[src/rtl/score_keeper.sv]
// score_keeper: menu/play/over game state, BCD countdown timer,
// combo-weighted BCD score and combo counter feeding the scoreboard renderer.
module score_keeper #(
    parameter int         CLK_HZ       = 50000000,
    parameter logic [7:0] GAME_SECONDS = 8'h60
) (
    input  logic       Clk,
    input  logic       Reset,
    input  logic       start,
    input  logic       hit,
    input  logic       miss,
    output logic [3:0] score0,
    output logic [3:0] score1,
    output logic [3:0] score2,
    output logic [3:0] score3,
    output logic [7:0] time_left,
    output logic [9:0] combo_count,
    output logic       game_over,
    output logic       game_menu
);
    localparam int PW = (CLK_HZ > 1) ? $clog2(CLK_HZ) : 1;

    typedef enum logic [1:0] {MENU, PLAY, OVER} state_t;

    state_t          state_q, state_d;
    logic [3:0][3:0] score_q, score_d;
    logic [9:0]      combo_q, combo_d;
    logic [7:0]      time_q, time_d;
    logic [PW-1:0]   pre_q, pre_d;

    logic       tick;
    logic [2:0] mult;
    logic [4:0] r0, r1, r2, r3;
    logic [7:0] time_dec;

    // one BCD digit plus a small addend; returns {carry, digit}
    function automatic logic [4:0] bcd_add(input logic [3:0] d, input logic [2:0] c);
        logic [4:0] s;
        s = {1'b0, d} + {2'b00, c};
        return (s > 5'd9) ? {1'b1, s[3:0] - 4'd10} : {1'b0, s[3:0]};
    endfunction

    assign tick = (pre_q == PW'(CLK_HZ - 1));
    assign mult = (combo_q <= 10'd5)  ? 3'd1 :
                  (combo_q <= 10'd13) ? 3'd2 :
                  (combo_q <= 10'd24) ? 3'd3 :
                  (combo_q <= 10'd38) ? 3'd4 : 3'd5;
    assign r0 = bcd_add(score_q[0], mult);
    assign r1 = bcd_add(score_q[1], {2'b00, r0[4]});
    assign r2 = bcd_add(score_q[2], {2'b00, r1[4]});
    assign r3 = bcd_add(score_q[3], {2'b00, r2[4]});
    assign time_dec = (time_q[3:0] == 4'd0) ? {time_q[7:4] - 4'd1, 4'd9}
                                            : {time_q[7:4], time_q[3:0] - 4'd1};

    always_comb begin
        state_d = state_q;
        score_d = score_q;
        combo_d = combo_q;
        time_d  = time_q;
        pre_d   = pre_q;
        case (state_q)
            MENU: if (start) begin
                state_d = PLAY;
                score_d = '0;
                combo_d = '0;
                time_d  = GAME_SECONDS;
                pre_d   = '0;
            end
            PLAY: begin
                pre_d   = tick ? '0 : pre_q + 1'b1;
                time_d  = tick ? time_dec : time_q;
                state_d = (tick && time_q == 8'h01) ? OVER : PLAY;
                if (miss) begin
                    combo_d = '0;
                end else if (hit) begin
                    score_d = r3[4] ? {4{4'd9}} : {r3[3:0], r2[3:0], r1[3:0], r0[3:0]};
                    combo_d = (combo_q == 10'd1023) ? combo_q : combo_q + 10'd1;
                end
            end
            OVER: state_d = start ? MENU : OVER;
            default: state_d = MENU;
        endcase
    end

    always_ff @(posedge Clk or posedge Reset) begin
        if (Reset) begin
            state_q <= MENU;
            score_q <= '0;
            combo_q <= '0;
            time_q  <= GAME_SECONDS;
            pre_q   <= '0;
        end else begin
            state_q <= state_d;
            score_q <= score_d;
            combo_q <= combo_d;
            time_q  <= time_d;
            pre_q   <= pre_d;
        end
    end

    assign score0      = score_q[0];
    assign score1      = score_q[1];
    assign score2      = score_q[2];
    assign score3      = score_q[3];
    assign time_left   = time_q;
    assign combo_count = combo_q;
    assign game_over   = (state_q == OVER);
    assign game_menu   = (state_q == MENU);
endmodule
[config.mk]
export PLATFORM = sky130hd
export DESIGN_NAME = score_keeper
export DESIGN_NICKNAME = d
export VERILOG_FILES = /design/src/rtl/score_keeper.sv
export SDC_FILE = /design/constraint.sdc
export NUM_CORES = 1
export LEC_CHECK = 0
export ABC_AREA = 1
export CORE_ASPECT_RATIO = 0.8
export CORE_MARGIN = 10
export CORE_UTILIZATION = 60
export CTS_CLUSTER_DIAMETER = 50
export CTS_CLUSTER_SIZE = 25
export DETAILED_ROUTE_END_ITERATION = 8
export GPL_TIMING_DRIVEN = 0
export MAX_ROUTING_LAYER = met4
export PLACE_DENSITY = 0.83
export SYNTH_ARGS = -nofsm -noshare
export SYNTH_HDL_FRONTEND = slang
export SYNTH_SLANG_ARGS = --single-unit
[constraint.sdc]
create_clock -name Clk -period 9.1 [get_ports Clk]
set_input_delay 1.365 -clock Clk [delete_from_list [all_inputs] [get_ports Clk]]
set_output_delay 1.365 -clock Clk [all_outputs]
set_load 0.01 [all_outputs]
==> impl_metrics.ini <==
[run_status]
status = finished, final reports clean

[grt]
use_met3_pct = 4.52
grt_use_met2_pct = 31.3
overflow = 0
grt_first_pass_wirelength_um = 17700
first_global_vias = 3856
busiest_layer = met2
met1_usage_pct = 25.8
grt_use_total_pct = 20.2
antenna_found_initial = 0
grt_max_degree = 38

[power]
ir_worst_vdd_mv = 0.149
combPwrFrac_pct = 33.7
swShare_pct = 36.8
p_switching_w = 0.000362
clockPowerShare_pct = 26.5
power.total_w = 0.000984
cellLeakagePower_nw = 2.43
seqPwrFrac_pct = 39.8
power_density_nw_per_um2 = 196
p_int_w = 0.000623

[cts]
cts-hold-fix-buffers = 0
cts_root_buf = clkbuf_8
cts_resized = 0
cts_buffers = 9
cts.sinks = 62
tritoncts = done
clkTransAtPathRegs_ns = 0.07
cts_max_level = 3
insertion_delay_ns = 0.34
clockBufferDepth = 2
cts_setup_buffers = 0

[sta]
hold_violations = 0
worst_clock_skew_ns = 0.0127
period_minus_slack_ns = 6.34
timing.slew.headroom_pct = 61.9
final-setup-viol-count = 0
tns_ns = 0
rsz0062_at_grt = false
timing.hold.ws_ns = 0.509
min_period_over_period_pct = 69.6
maxSlewViolCount = 0
fmax_ghz = 0.158
worst_pin_slew_ns = 0.571

[setup_path]
start_kind = flop
end_kind = flop
critPathLaunch = combo_count[0]$_DFFE_PP0P_
slowest_delay_ns = 0.49
worst_r2r_endpoint = score0[2]$_DFFE_PP0P_
critical_path_class = reg -> reg
worst-r2r-cell-count = 36
crit_arrival_ns = 6.56
worst-path-buf-inv = 4
slowest_stage = dfrtp_1
regToRegStartpoint = combo_count[0]$_DFFE_PP0P_
worst-r2r-setup-slack_ns = 2.76
crit_fanout = 7
crit_family = simple AND/OR/NAND/NOR gates
cpMostUsedCell = nand2_1
worstPathRequired_ns = 9.33

[placement]
place_hpwl_um = 8160
routabilityCongestion = 0.956
port_buffers = 40

[routing]
viasPerCell = 5.44
wl_um = 10600
drc = 0
antenna_left = 0
detail_route.wl_per_cell_um = 14.0
drt_iter0_drc = 470
dr_total_vias = 4109
dr.pass1.iters = 4

[floorplan]
die-width_um = 114
boundaryPins = 41
core_um2 = 6890
die_height_um = 95.5
num_rows = 27
die-area_um2 = 10900
start_util_pct = 62.0

[yosys]
synthCells = 611
syn_nets = 639
synth_cell_type_count = 38
synth_area_leaders = dfrtp_1, nand2_1, nor2_1, ha_1, inv_1
syn-cell-area_um2 = 4280
yosysSeqAreaShare_pct = 36.3
yosysTopAreaCellShare_pct = 35.1
syn_area_per_cell_um2 = 7.00
yosysWarnings = 0
yosysTopAreaCell = dfrtp_1
ys_seq_elements = 62

[hold_path]
worstHoldPathCells = 2
hp-start = time_left[5]$_DFFE_PP1P_
hold_class = reg -> reg
hold_end = time_left[5]$_DFFE_PP1P_

[layout]
fin_nets = 691
finalCoreUtilization_pct = 72.8
antenna_cells = 0
syn_to_final_growth_pct = 17.3
drive_gt1_share_pct = 8.08

[flow_run]
maxCapViolCount = 0
[cells in the final DEF (no fill, tap or decap), drive strengths merged]
master         instances
a211oi                 1
a21oi                  9
a41oi                  1
buf                    8
bufinv                 1
clkbuf                13
clkdlybuf4s50         40
clkinv                 2
clkinvlp               1
dfrtp                 60
dfstp                  2
fa                     1
ha                    22
inv                   72
nand2                214
nand3                 52
nand4                 15
nor2                  79
nor3                  10
nor3b                  1
nor4                   1
o21ai                 34
o21bai                 1
o22ai                  5
or2                    2
or3b                   1
xnor2                  8
xor2                  12
[final cells by class]
class                      count  area, µm²
buffer                         7       60.1
clock inverter                 3       42.5
inverter                      73        280
timing repair buffer          41        420
multi-input combinational    469       2380
sequential                    62       1550
tap                           87        109
clock buffer                  13        169
fill                         574       1880
[power by group through the flow]
| stage | clock network, W | logic [W] | registers, W |
|---|---|---|---|
| final | 0.000261 | 0.000332 | 0.000392 |
| after global routing | 0.000276 | 0.000381 | 0.000401 |
| after CTS | 0.000264 | 0.000336 | 0.000390 |
| after detailed placement | 0 | 0.000334 | 0.000394 |
| after global placement | 0 | 0.000320 | 0.000391 |
| after floorplan | 0 | 0.000208 | 0.000393 |
[worst max-delay path by stage]
stage | end | slack, ns | depth (start not counted)
2_1_floorplan | score0[2]$_DFFE_PP0P_ | 3.60 | 36
3_3_place_gp | score0[1]$_DFFE_PP0P_ | 3.09 | 36
3_5_place_dp | score0[2]$_DFFE_PP0P_ | 2.80 | 36
4_1_cts | score0[2]$_DFFE_PP0P_ | 2.77 | 36
5_1_grt | score0[2]$_DFFE_PP0P_ | 2.15 | 36
6_report | score0[2]$_DFFE_PP0P_ | 2.76 | 36
[worst register-to-register path, delay by kind of cell (launching register included)]
kind | cells | cell delay (ns)
AO/OA/AOI/OAI | 1 | 0.16
AND/OR/NAND/NOR | 19 | 2.41
adder cells (fa/ha/maj) | 9 | 2.11
flip-flops | 1 | 0.49
buffers and inverters | 4 | 0.40
XOR/XNOR | 3 | 0.67
[kinds of logic after synthesis]
group | after synthesis | synth area share [%]
AO/OA/AOI/OAI | 51 | 6.50
XOR/XNOR | 20 | 4.10
flip-flops | 62 | 36.3
AND/OR/NAND/NOR | 375 | 38.2
buffers and inverters | 80 | 7.96
adder cells (fa/ha/maj) | 23 | 6.91
[through the flow]
step	cells	setup slack [ns]	area, µm²
after floorplan	611	3.60	4280
after global placement	738	3.09	4780
after detailed placement	739	2.80	4800
after CTS	755	2.77	5020
after global routing	755	2.15	5020
final	755	2.76	5020
[sequential cells by signal, summed over array words and instances (netlist names)]
| signal | count |
|---|---|
| pre_q | 26 |
| score1 | 4 |
| score2 | 4 |
| score0 | 4 |
| score3 | 4 |
| state_q | 2 |
| combo_count | 10 |
| time_left | 8 |
[synth_stat cells, drive strengths merged]
library cell,count
nand2,214
nor2,79
inv,72
dfrtp,60
nand3,52
o21ai,34
ha,22
nand4,15
xor2,12
nor3,10
a21oi,9
xnor2,8
buf,7
o22ai,5
dfstp,2
or2,2
a211oi,1
a41oi,1
clkinv,1
fa,1
nor3b,1
nor4,1
o21bai,1
or3b,1
[routing by layer]
| metal | vias up | share of wire (%) |
|---|---|---|
| li1 | 2050 | - |
| met1 | 1916 | 45 |
| met2 | 129 | 47 |
| met3 | 14 | 6.4 |
| met4 | 0 | 1.2 |
| met5 | - | 0 |
Power figures use the tool's default switching activity.
